### src/rtl/ap_hit_ctrl.sv
// Actionpoint hit controller: sticky status, priority capture and halt/exception handshake.
// Define AP_HIT_VALUE_CAPTURE_EN to capture the winning hit value; otherwise hit_value_r is tied to 0.
module ap_hit_ctrl (
    input  logic         clk_debug,
    input  logic         rst_a,
    input  logic         en_debug_r,
    input  logic [3:0]   ap_hit_a,
    input  logic [127:0] ap_hit_value_a,
    input  logic [3:0]   ap_action_r,
    input  logic         halt_ack,
    input  logic         excpn_ack,
    input  logic         asr_clr_wr,
    input  logic [3:0]   aux_dataw,
    output logic         halt_req_r,
    output logic         excpn_req_r,
    output logic [3:0]   asr_r,
    output logic [1:0]   hit_index_r,
    output logic [31:0]  hit_value_r,
    output logic         busy_r
);

    typedef enum logic [1:0] {IDLE, REQ_HALT, REQ_EXC, HELD} state_t;

    state_t      state_r;
    state_t      state_nxt;
    logic [3:0]  q;
    logic [3:0]  clr_mask;
    logic [3:0]  asr_nxt;
    logic [1:0]  win_idx;
    logic        load_hit;

    // New hits are OR-ed in after the clear so a same-cycle set wins.
    always_comb begin
        q        = ap_hit_a & {4{en_debug_r}};
        clr_mask = asr_clr_wr ? aux_dataw : '0;
        asr_nxt  = (asr_r & ~clr_mask) | q;
    end

    always_comb begin
        casez (q)
            4'b???1: win_idx = 2'd0;
            4'b??10: win_idx = 2'd1;
            4'b?100: win_idx = 2'd2;
            default: win_idx = 2'd3;
        endcase
    end

    always_comb begin
        state_nxt = state_r;
        load_hit  = 1'b0;
        case (state_r)
            IDLE: begin
                if (q != '0) begin
                    load_hit  = 1'b1;
                    state_nxt = ap_action_r[win_idx] ? REQ_EXC : REQ_HALT;
                end
            end
            REQ_HALT: begin
                if (!en_debug_r)
                    state_nxt = IDLE;
                else if (halt_ack)
                    state_nxt = HELD;
            end
            REQ_EXC: begin
                if (!en_debug_r || excpn_ack)
                    state_nxt = IDLE;
            end
            HELD: begin
                if (asr_clr_wr && (asr_nxt == '0))
                    state_nxt = IDLE;
            end
            default: state_nxt = IDLE;
        endcase
    end

    // Outputs are registered from the next state so they track the state register exactly.
    always_ff @(posedge clk_debug or posedge rst_a) begin
        if (rst_a) begin
            state_r     <= IDLE;
            halt_req_r  <= 1'b0;
            excpn_req_r <= 1'b0;
            busy_r      <= 1'b0;
            asr_r       <= '0;
            hit_index_r <= '0;
        end else begin
            state_r     <= state_nxt;
            halt_req_r  <= (state_nxt == REQ_HALT);
            excpn_req_r <= (state_nxt == REQ_EXC);
            busy_r      <= (state_nxt != IDLE);
            asr_r       <= asr_nxt;
            if (load_hit)
                hit_index_r <= win_idx;
        end
    end

`ifdef AP_HIT_VALUE_CAPTURE_EN
    always_ff @(posedge clk_debug or posedge rst_a) begin
        if (rst_a)
            hit_value_r <= '0;
        else if (load_hit)
            hit_value_r <= ap_hit_value_a[32*win_idx +: 32];
    end
`else
    logic unused_hit_value;
    assign unused_hit_value = ^ap_hit_value_a;
    assign hit_value_r      = '0;
`endif

endmodule

### config.mk
export PLATFORM = sky130hd
export DESIGN_NAME = ap_hit_ctrl
export DESIGN_NICKNAME = d
export VERILOG_FILES = /design/src/rtl/ap_hit_ctrl.sv
export SDC_FILE = /design/constraint.sdc
export NUM_CORES = 1
export LEC_CHECK = 0
export ABC_AREA = 1
export BUFFER_PORTS_ARGS = -buffer_cell sky130_fd_sc_hd__buf_2
export CORE_AREA = 3 3 72 74
export DETAILED_ROUTE_END_ITERATION = 16
export DIE_AREA = 0 0 75 77
export PLACE_DENSITY = 0.79
export SYNTH_ARGS = -nofsm -noshare
export SYNTH_HDL_FRONTEND = slang
export SYNTH_SLANG_ARGS = --single-unit
### constraint.sdc
create_clock -name clk_debug -period 1.14 [get_ports clk_debug]
set_input_delay 0.171 -clock clk_debug [delete_from_list [all_inputs] [get_ports clk_debug]]
set_output_delay 0.171 -clock clk_debug [all_outputs]
set_load 0.02 [all_outputs]
# Word level (Yosys, flattened, before mapping)
# Index checks and enable logic that the tools add are counted.
[word_totals] reg_bits=11 input_bits=146 output_inout_bits=41
[op_classes] n_lt_le_gt_ge=1 n_eq_ne=7 muxes=13 bitwise_logic=4 reduce_logical=7
[op_table] cell="2-to-1 mux 2 bit" count=6
[op_table] cell="bitwise AND 4 bit" count=2
[op_table] cell="== test 2 bit, second input constant" count=4
[op_table] cell="case mux 2 bit (4 select lines)" count=1
[op_table] cell="case mux 2 bit (3 select lines)" count=1
[op_table] cell="== test 2 x 1 -> 1 bit, second input constant" count=2
[op_table] cell="logical NOT 4 bit" count=1
[op_table] cell="2-to-1 mux 4 bit" count=1
[op_table] cell="NOT 4 bit" count=1
[op_table] cell="OR 4 bit" count=1
[op_table] cell="nonzero test 4 bit" count=1
[op_table] cell="== test 3 bit, second input constant" count=1
[op_table] cell="less-than comparator 2 x 3 -> 1 bit, second input constant" count=1
[op_table] cell="2-to-1 mux 1 bit" count=3
[op_table] cell="binary-select mux 1 bit (select 2 bit)" count=1
[op_table] cell="logical NOT 2 bit" count=1
[op_table] cell="nonzero test 2 bit" count=1
[op_table] cell="logical AND 1 bit" count=1
[op_table] cell="logical NOT 1 bit" count=1
[op_table] cell="logical OR 1 bit" count=1

# Longest topological paths before layout
# Gate-level depths: netlist (run 1).
[logic_depth] ltp_word=9 ltp_mapped=9 mapped_depth_nobuf=9

# Least setup slack after synthesis (run 1)
# No wires, ideal clock.
[synth_path] path_kind="register to register" from="reg asr_r[1]" to="reg busy_r" setup_ps=122 arrival_time_ps=1050 t_required_ps=1018 setup_slack_ps=-32 stages_incl_launch_ff=9 path_buffers=0 synth_period_minus_slack_ps=1172 path_cell_list="dfrtp_1 nand2_1 nand2_2 nor2_1 nand3_1 nand2_2 nand2_1 nor2_1 nand2_1"
[synth_via] elab_chain_cells=7
[synth_lines] element="from (decl)" line="16" source="output logic [3:0] asr_r,"
[synth_lines] element="from (signal assigned)" line="90" source="asr_r <= asr_nxt;"
[synth_lines] element="bitwise AND 4 bit" line="36" source="asr_nxt = (asr_r & ~clr_mask) | q;"
[synth_lines] element="OR 4 bit" line="36"
[synth_lines] element="net asr_nxt[1]" line="28" source="logic [3:0] asr_nxt;"
[synth_lines] element="logical NOT 4 bit" line="69" source="if (asr_clr_wr && (asr_nxt == '0))"
[synth_lines] element="logical AND 1 bit" line="69"
[synth_lines] element="2-to-1 mux 2 bit" line="69"
[synth_lines] element="case mux 2 bit (4 select lines)" line="51" source="case (state_r)"
[synth_lines] element="nonzero test 2 bit" line="89" source="busy_r <= (state_nxt != IDLE);"
[synth_lines] element="to (signal assigned)" line="89"
[synth_lines] element="to (decl)" line="19" source="output logic busy_r"
# The timed path passes the listed nets, and every way through them passes these cells.
# A chain may end at the register's enable or synchronous reset.

# Worst setup path after layout (run 1)
# Same ends and word-level chain as after synthesis.

==> results of run 1 <==
-- stage by stage --
stage / total power, W / hold slack (ps) / cell area [µm²] / worst slack, ps
after CTS: 0.00196 / 220 / 1150 / -45.3
after global placement: 0.00147 / 172 / 1050 / -144
final: 0.00210 / 209 / 1210 / -49.6
after floorplan: 0.00126 / 23.3 / 1050 / 1.46
after global routing: 0.00225 / 257 / 1210 / -118
after detailed placement: 0.00149 / 190 / 1050 / -194
-- cells in the final DEF (no fill, tap or decap), types with 3 or more instances in the layout --
cell type / n
sky130_fd_sc_hd__nand3_2: 4
sky130_fd_sc_hd__buf_4: 10
sky130_fd_sc_hd__inv_1: 12
sky130_fd_sc_hd__conb_1: 32
sky130_fd_sc_hd__nor2_4: 5
sky130_fd_sc_hd__nor2_1: 3
sky130_fd_sc_hd__dfrtp_1: 9
sky130_fd_sc_hd__nor2_2: 4
sky130_fd_sc_hd__nand2_1: 15
sky130_fd_sc_hd__nand3_1: 10
sky130_fd_sc_hd__inv_2: 3
sky130_fd_sc_hd__nand2_4: 3
sky130_fd_sc_hd__buf_2: 25
sky130_fd_sc_hd__nand2_2: 9
sky130_fd_sc_hd__clkbuf_8: 3
-- layer usage --
metal / global-route usage / vias up / wire length (µm)
li1: - / 383 / -
met1: 0.0853 / 377 / 787
met2: 0.141 / 28 / 1270
met3: 0.0223 / 7 / 135
met4: 0.0338 / 0 / 50
met5: 0 / - / 0
-- final cells by class --
cell class	count	area share
tap	54	0.0556
clock buffer	4	0.0371
timing repair buffer	38	0.192
sequential	11	0.229
multi-input combinational	92	0.433
inverter	17	0.0546
-- report_power, final --
group	leakage (nW)	switching (W)	internal, W	total, W
clock	0.0228	0.000144	0.000245	0.000389
combinational	0.520	0.000697	0.000418	0.00112
sequential	0.128	0.0000684	0.000523	0.000591
-- timing repair --
action                                  4_1_cts  5_1_grt
cloned                                        0        0
hold buffers                                  1        0
endpoints found under the setup margin        5        6
pin swaps                                     7       10
gates resized for setup                      10       15
endpoints found under the hold margin        11        0
setup buffers                                 1        3
-- flip-flops by register name (all words and copies together), names as in the netlist --
name	cells
state_r	2
halt_req_r	1
hit_index_r	2
busy_r	1
excpn_req_r	1
asr_r	4
-- how the worst max path moves through the flow --
stage / start / end / slack, ps / cells after the start
2_1_floorplan: asr_r[1]$_DFF_PP0_ / busy_r$_DFF_PP0_ / 1 / 8
3_3_place_gp: en_debug_r / busy_r$_DFF_PP0_ / -140 / 9
3_5_place_dp: en_debug_r / busy_r$_DFF_PP0_ / -190 / 9
4_1_cts: asr_r[1]$_DFF_PP0_ / busy_r$_DFF_PP0_ / -50 / 8
5_1_grt: asr_r[1]$_DFF_PP0_ / busy_r$_DFF_PP0_ / -120 / 8
6_report: asr_r[1]$_DFF_PP0_ / busy_r$_DFF_PP0_ / -50 / 8
-- logic make-up after synthesis --
logic type             count (synthesis)  share of synthesized area
buffers and inverters                 50                      0.340
DFF                                   11                      0.295
AOI/OAI and AO/OA                      4                     0.0295
and+or+nand+nor                       56                      0.331
other                                  1                    0.00402
-- critical path, stage by stage (launching register included) --
cell	delay, ps
sky130_fd_sc_hd__dfrtp_2	410
sky130_fd_sc_hd__nand2_2	60
sky130_fd_sc_hd__nand2_2	60
sky130_fd_sc_hd__nor2_4	130
sky130_fd_sc_hd__nand3_2	100
sky130_fd_sc_hd__nand2_4	90
sky130_fd_sc_hd__nand2_2	60
sky130_fd_sc_hd__nor2_4	100
sky130_fd_sc_hd__nand2_1	50
==> results.md, run 1 <==
- critical path launch point type: flip-flop
- count of flip-flops with a built-in enable after synthesis: 0
- Hold/Removal Path Class: input port to flip-flop
- post-detailed-route count of antenna-violating nets: 0
- antenna violations before repair: 0
- insertion delay to the later sink of the worst-skew pair: 240 ps
- largest net degree at the start of global routing: 12
- number of distinct library cell variants in the gate-level netlist after synthesis: 22
- endpoint with the worst hold slack: asr_r[0]$_DFF_PP0_
- most numerous cell in the Yosys netlist: sky130_fd_sc_hd__buf_4
- end-of-flow core utilization: 0.261
- portion of synthesized cell area occupied by the leading cell type: 0.295
- part of the Yosys area used for sequential elements: 0.295
- number of cells produced by synthesis: 122
- via count of the first global-routing pass: 779
- Std-Cell Core Area: 4660 µm²
- status: finished, violations left
- area used by sequential logic in the layout: 278 µm²
- average wire length per cell after detail routing: 10.4 µm
- overall die area: 5780 µm²
- Max Root-Sink Buffers: 2
- number of buffers inserted during clock tree synthesis: 3
- final std cells w/o fill: 216
- Antenna Diode Count: 0
- FP Rows: 25
- count of cells along the worst hold path: 4
- Fin. Hold Viols: 0
- fraction of layout instances using a drive strength above 1: 0.469
- number of warnings reported in the yosys synthesis log: 0
- leading post-synthesis cells by cell area: sky130_fd_sc_hd__dfrtp_1 (29%), sky130_fd_sc_hd__buf_4 (26%), sky130_fd_sc_hd__nand2_1 (8.0%)
- worst setup slack after layout: -49.6 ps
- post-synthesis area per instance: 7.65 µm²
- number of levels the H-tree was split into: 1
- worst-case clock skew: 0.808 ps
- Max-Cap Viols: 0
- clock sink count: 11
- data required time at the worst endpoint: 1270 ps
- failing checks: setup timing
- drt total wl: 2240 µm
- dpl cells: 207
- most used standard cells in the synthesized netlist: sky130_fd_sc_hd__buf_4 (32), sky130_fd_sc_hd__nand2_1 (20), sky130_fd_sc_hd__inv_1 (13)
- port buffer count: 26
- number of fill cells in the layout: 495
- vias after detailed routing: 795
- share of the cycle needed by the critical path after routing: 1.04
- startpoint of the lowest-slack hold path: aux_dataw[0]
- category of the worst setup path capture point: flip-flop
- Yosys top cell by area: sky130_fd_sc_hd__dfrtp_1
- detailed-route DRC error count: 0
- shortest period the worst path allows: 1190 ps
- reg-to-reg critical path startpoint: asr_r[1]$_DFF_PP0_
- Seq cells post-synth: 11
- Final Max Slew Viols: 0
- initial core utilization: 0.200
- weighted congestion at the end of routability-driven global placement: 0.813
- top fanout value on the critical path: 4
- DP HPWL: 1790 µm
- Async S/R FF share, synth: 1.00
- maximum clock frequency: 0.841 GHz
- classification of the worst setup path: flip-flop to flip-flop
- DIE HEIGHT: 77 µm
- standby leakage power: 0.670 nW
- boundary pin count: 187
- number of search-and-repair iterations in the first detailed-routing pass: 3
- Peak VDD IR: 0.729 mV
- Critical Path AT: 1320 ps
- GR Overflow Total: 0
- width of the chip: 75 µm
- slack of the worst reg-to-reg path: -50 ps
- Iteration-0 DRC Markers: 13
- overall global routing resource usage: 0.0797
- area of the multi-input gates: 526 µm²
- routed vias/inst: 3.68
- net count of the finished layout: 309
- Most used DFF post-synth: sky130_fd_sc_hd__dfrtp_1
- Reg clk slew, reported paths: 50 ps
- clock tree from TritonCTS: yes
- endpoints failing setup: 5
- R2R cell count: 8
- cell area power density: 1730 nW/µm²
- root buf cell: sky130_fd_sc_hd__clkbuf_8
- setup repair after global routing missed its margin: true
- first-pass GRT wire length: 3530 µm
- Sum Neg Setup Slack: -226 ps
- Mapped Area: 933 µm²
- worst flop-to-flop path endpoint: busy_r$_DFF_PP0_
- P&R area growth vs syn: 30.2%
(Power assumes the default switching activity.)
==> run 2, diff against run 1 <==
- GPL_TIMING_DRIVEN: not set -> 0
- SKIP_CTS_REPAIR_TIMING: not set -> 1
==> run 2 against run 1 <==
Against the previous run:
- the run still ends with setup timing left
- power down 5.7%
- global-route usage down 0.26 points
- final area up 11%
- non-clock buffer count up 22
- register-to-register slack about the same
- via count up 3.3%
- flip-flop and latch count unchanged
- clock skew down 0.60 ps
- largest cell class unchanged
- critical path type unchanged
==> results.md, run 2 (synthesis results as in run 1) <==
- classification of the worst setup path: flip-flop to flip-flop
- drt total wl: 2250 µm
- Max-Cap Viols: 0
- net count of the finished layout: 331
- Hold/Removal Path Class: input port to flip-flop
- clock sink count: 11
- weighted congestion at the end of routability-driven global placement: 0.852
- share of the cycle needed by the critical path after routing: 1.03
- category of the worst setup path capture point: flip-flop
- failing checks: setup timing
- fraction of layout instances using a drive strength above 1: 0.505
- dpl cells: 232
- average wire length per cell after detail routing: 9.47 µm
- Top Registers: asr_r: 4 flops, hit_index_r: 2 flops, state_r: 2 flops
- number of levels the H-tree was split into: 1
- Std-Cell Core Area: 4660 µm²
- Antenna Diode Count: 0
- Post-Place Setup Slack: -88.0 ps
- initial core utilization: 0.200
- final std cells w/o fill: 238
- setup repair after global routing missed its margin: true
- DP HPWL: 1930 µm
- register share of total power: 0.300
- register with the most flip-flops: asr_r
- Clock Power Share: 0.194
- via count of the first global-routing pass: 778
- standby leakage power: 0.792 nW
- insertion delay to the later sink of the worst-skew pair: 230 ps
- area of the multi-input gates: 499 µm²
- Fin. Hold Viols: 0
- critical path launch point type: flip-flop
- minimum hold slack: 214 ps
- FP Rows: 25
- Comb power frac: 0.506
- Max Root-Sink Buffers: 2
- width of the chip: 75 µm
- largest net degree at the start of global routing: 12
- share of total power consumed by net switching: 0.424
- cell area power density: 1460 nW/µm²
- area used by sequential logic in the layout: 278 µm²
- top routing layer in use: met4
- most common cell after layout, fill and taps aside: sky130_fd_sc_hd__buf_4
- reg-to-reg critical path startpoint: asr_r[1]$_DFF_PP0_
- overall die area: 5780 µm²
- number of fill cells in the layout: 489
- worst-case clock skew: 0.209 ps
- number of buffers inserted during clock tree synthesis: 3
- startpoint of the lowest-slack hold path: aux_dataw[0]
- post-route standard cell area excluding fillers: 1350 µm²
- number of flip-flops under the largest register name: 4
- Iteration-0 DRC Markers: 7
- maximum clock frequency: 0.850 GHz
- number of search-and-repair iterations in the first detailed-routing pass: 4
- Final Max Slew Viols: 0
- top fanout value on the critical path: 4
- root buf cell: sky130_fd_sc_hd__clkbuf_8
- Critical Path AT: 1300 ps
- P&R area growth vs syn: 44.6%
- port buffer count: 25
- detailed-route DRC error count: 0
- start point of the critical path: asr_r[1]$_DFF_PP0_
- status: finished, violations left
- Reg clk slew, reported paths: 50 ps
- endpoints failing setup: 3
- vias after detailed routing: 821
- routed length on met3: 229 µm
- NetSw: 0.000838 W
- first-pass GRT wire length: 3420 µm
- DIE HEIGHT: 77 µm
- data required time at the worst endpoint: 1260 ps
- wire length on met1: 741 µm
- commonest non-fill, non-tap cells in the layout: sky130_fd_sc_hd__buf_4 (33), sky130_fd_sc_hd__conb_1 (32), sky130_fd_sc_hd__buf_2 (25), sky130_fd_sc_hd__nand2_1 (16), sky130_fd_sc_hd__inv_1 (12)
- Peak VDD IR: 0.478 mV
- overall global routing resource usage: 0.0771
- boundary pin count: 187
- routed vias/inst: 3.45
- shortest period the worst path allows: 1180 ps
- dpl cell area: 1240 µm²
- internal portion of total power: 0.00114 W
- antenna violations before repair: 0
- GR Overflow Total: 0
- Overall Power: 0.00198 W
- post-detailed-route count of antenna-violating nets: 0
- clock tree from TritonCTS: yes
- worst setup slack after layout: -36.0 ps
- routed wl met2: 1260 µm
-- run 2: cell types whose count changed in the layout (fill, tap and decap cells not counted), sizes merged --
cell / change
buf: +22
-- run 2: final cells by class --
| type | count | share of cell area |
|---|---|---|
| plain buffers | 33 | 0.186 |
| multi-input cells | 92 | 0.370 |
| inverters | 17 | 0.0491 |
| well taps | 54 | 0.0500 |
| clock buffers | 4 | 0.0334 |
| repair buffers | 27 | 0.106 |
| flip-flops and latches | 11 | 0.206 |
-- run 2: per-stage QoR --
| stage | utilization | TNS (ps) |
|---|---|---|
| after CTS | 0.277 | -305 |
| after global routing | 0.290 | -366 |
| after floorplan | - | 0 |
| after global placement | 0.267 | -221 |
| after detailed placement | 0.267 | -233 |
| final | 0.290 | -75.3 |
-- run 2: worst paths after layout --
path,slack (ps),endpoint,cells after the start
max,-40,busy_r$_DFF_PP0_,8
min,210,asr_r[0]$_DFF_PP0_,4
max reg2reg,-40,busy_r$_DFF_PP0_,8
min reg2reg,500,hit_index_r[1]$_DFFE_PP0P_,2
max in group asynchronous,350,asr_r[1]$_DFF_PP0_,3
min in group asynchronous,480,excpn_req_r$_DFF_PP0_,3
-- run 2: layer usage --
layer / vias up / global-route usage
met1: 359 / 0.0805
met5: - / 0
met4: 0 / 0.0214
met3: 5 / 0.0367
li1: 429 / -
met2: 28 / 0.134
-- run 2: power by group through the flow --
stage	sequential [W]	combinational (W)	clock (W)
2_1_floorplan	0.000707	0.000555	0
3_3_place_gp	0.000588	0.000878	0
3_5_place_dp	0.000589	0.000887	0
4_1_cts	0.000585	0.000895	0.000394
5_1_grt	0.000610	0.00111	0.000413
6_report	0.000593	0.00100	0.000383
-- run 2: critical path: stages, from the launching register on --
cell and delay, ps:
sky130_fd_sc_hd__dfrtp_2 410, sky130_fd_sc_hd__nand2_2 60, sky130_fd_sc_hd__nand2_2 70, sky130_fd_sc_hd__nor2_4 110
sky130_fd_sc_hd__nand3_2 90, sky130_fd_sc_hd__nand2_4 90, sky130_fd_sc_hd__nand2_2 50, sky130_fd_sc_hd__nor2_2 120
sky130_fd_sc_hd__nand2_1 60
==> run 3, diff against run 2 <==
- CTS_CLUSTER_DIAMETER: not set -> 150
- SKIP_LAST_GASP: not set -> 1
==> run 3 against run 2 <==
Against the previous run:
- via count is the same
- critical path type unchanged
- largest power group unchanged
- critical path depth is the same
- core utilization is the same
- clock skew is essentially flat
- global-route usage is the same
- sequential share of layout area is the same
- the flow still finishes with violations (setup timing)
- register-to-register slack is essentially flat
- clock power is essentially flat
- flip-flop and latch count is the same
- power is essentially flat
- sequential power is essentially flat
==> results.md, run 3 (synthesis results as in run 1) <==
- status: finished, violations left
- failing checks: setup timing
- Clock Power Share: 0.194
- area of the multi-input gates: 499 µm²
- overall die area: 5780 µm²
- slack of the worst reg-to-reg path: -40 ps
- net count of the finished layout: 331
- Hold/Removal Path Class: input port to flip-flop
- NetSw: 0.000837 W
- number of flip-flops under the largest register name: 4
- routed vias/inst: 3.45
- count of buffer and inverter cells on the critical path: 0
- number of levels the H-tree was split into: 1
- minimum hold slack: 214 ps
- post-route standard cell area excluding fillers: 1350 µm²
- cell area power density: 1460 nW/µm²
- shortest period the worst path allows: 1180 ps
- critical path launch point type: flip-flop
- largest net degree at the start of global routing: 12
- average wire length per cell after detail routing: 9.46 µm
- most common cell after layout, fill and taps aside: sky130_fd_sc_hd__buf_4
- antenna violations before repair: 0
- standby leakage power: 0.792 nW
- P&R area growth vs syn: 44.6%
- number of search-and-repair iterations in the first detailed-routing pass: 4
- Critical Path Most Common Cell: sky130_fd_sc_hd__nand2_2
- worst stage delay on the critical path: 410 ps
- drt total wl: 2250 µm
- Final Max Slew Viols: 0
- Max Root-Sink Buffers: 2
- register with the most flip-flops: asr_r
- vias after detailed routing: 821
- classification of the worst setup path: flip-flop to flip-flop
- FP Rows: 25
- clock sink count: 11
- Max-Cap Viols: 0
- Comb power frac: 0.506
- maximum clock frequency: 0.848 GHz
- share of the cycle needed by the critical path after routing: 1.03
- Levels on crit path: 8
- boundary pin count: 187
- overall global routing resource usage: 0.0771
- dpl cell area: 1240 µm²
- port buffer count: 25
- Iteration-0 DRC Markers: 7
- setup repair after global routing missed its margin: true
- cell-by-cell listing of the critical path: nand2_2 > nand2_2 > nor2_4 > nand3_2 > nand2_4 > nand2_2 > nor2_2 > nand2_1
- share of total power consumed by net switching: 0.424
- cell with the largest stage delay on the worst path: sky130_fd_sc_hd__dfrtp_2
- area used by sequential logic in the layout: 278 µm²
- weighted congestion at the end of routability-driven global placement: 0.852
- detailed-route DRC error count: 0
- via count of the first global-routing pass: 778
- first-pass GRT wire length: 3420 µm
- Critical Path AT: 1300 ps
- top fanout value on the critical path: 4
- DIE HEIGHT: 77 µm
- category of the worst setup path capture point: flip-flop
- worst-case clock skew: 0.209 ps
- root buf cell: sky130_fd_sc_hd__clkbuf_8
- commonest non-fill, non-tap cells in the layout: sky130_fd_sc_hd__buf_4 (33), sky130_fd_sc_hd__conb_1 (32), sky130_fd_sc_hd__buf_2 (25), sky130_fd_sc_hd__nand2_1 (16), sky130_fd_sc_hd__inv_1 (12)
- Overall Power: 0.00197 W
- data required time at the worst endpoint: 1260 ps
- Fin. Hold Viols: 0
- Top Registers: asr_r: 4 flops, hit_index_r: 2 flops, state_r: 2 flops
- worst setup slack after layout: -38.8 ps
- fraction of layout instances using a drive strength above 1: 0.505
- endpoints failing setup: 3
- Peak VDD IR: 0.478 mV
- internal portion of total power: 0.00114 W
- Std-Cell Core Area: 4660 µm²
- clock tree from TritonCTS: yes
- number of fill cells in the layout: 489
- Sum Neg Setup Slack: -76.6 ps
- insertion delay to the later sink of the worst-skew pair: 230 ps
- post-detailed-route count of antenna-violating nets: 0
- GR Overflow Total: 0
- R2R cell count: 8
- Largest delay share family, worst path: simple AND/OR/NAND/NOR gates
- register share of total power: 0.300
- width of the chip: 75 µm
- initial core utilization: 0.200
- DP HPWL: 1930 µm
- count of cells along the worst hold path: 4
- number of buffers inserted during clock tree synthesis: 3
- Reg clk slew, reported paths: 50 ps
- Antenna Diode Count: 0
[run 3: cell counts in the layout (fill, tap and decap cells not counted)]
No cell type changed its count.
[run 3: path summary, 6_finish.rpt]
check                                                start                    endpoint
worst max-delay path                    asr_r[1]$_DFF_PP0_            busy_r$_DFF_PP0_
worst min-delay path                          aux_dataw[0]          asr_r[0]$_DFF_PP0_
worst max register to register          asr_r[1]$_DFF_PP0_            busy_r$_DFF_PP0_
worst min register to register  hit_index_r[1]$_DFFE_PP0P_  hit_index_r[1]$_DFFE_PP0P_
max in group asynchronous                            rst_a          asr_r[1]$_DFF_PP0_
min in group asynchronous                            rst_a       excpn_req_r$_DFF_PP0_
[run 3: metrics by stage]
stage,cells,utilization,worst slack [ps]
after floorplan,153,-,1.46
after global placement,232,0.267,-87.2
after detailed placement,232,0.267,-88.0
after CTS,236,0.277,-109
after global routing,238,0.290,-109
final,238,0.290,-38.8
[run 3: metal layers]
metal	wire [µm]	global-route usage
met5	0	0
met4	23	0.0214
met3	229	0.0367
met2	1260	0.134
met1	741	0.0805
[run 3: tightest hold or removal path, stage by stage]
cell and delay, ps:
sky130_fd_sc_hd__buf_2 80, sky130_fd_sc_hd__nand2_1 40, sky130_fd_sc_hd__nand2_1 70, sky130_fd_sc_hd__nand2_2 60
[run 3: final cells by class]
class                   count  share of cell area
plain buffers              33               0.186
repair buffers             27               0.106
inverters                  17              0.0491
well taps                  54              0.0500
flip-flops and latches     11               0.206
multi-input cells          92               0.370
clock buffers               4              0.0334
[run 3: power by group through the flow]
stage	registers, W	logic (W)	clock network (W)
6_report	0.000593	0.000999	0.000383
3_3_place_gp	0.000588	0.000878	0
2_1_floorplan	0.000707	0.000555	0
5_1_grt	0.000610	0.00111	0.000413
4_1_cts	0.000585	0.000895	0.000394
3_5_place_dp	0.000589	0.000887	0
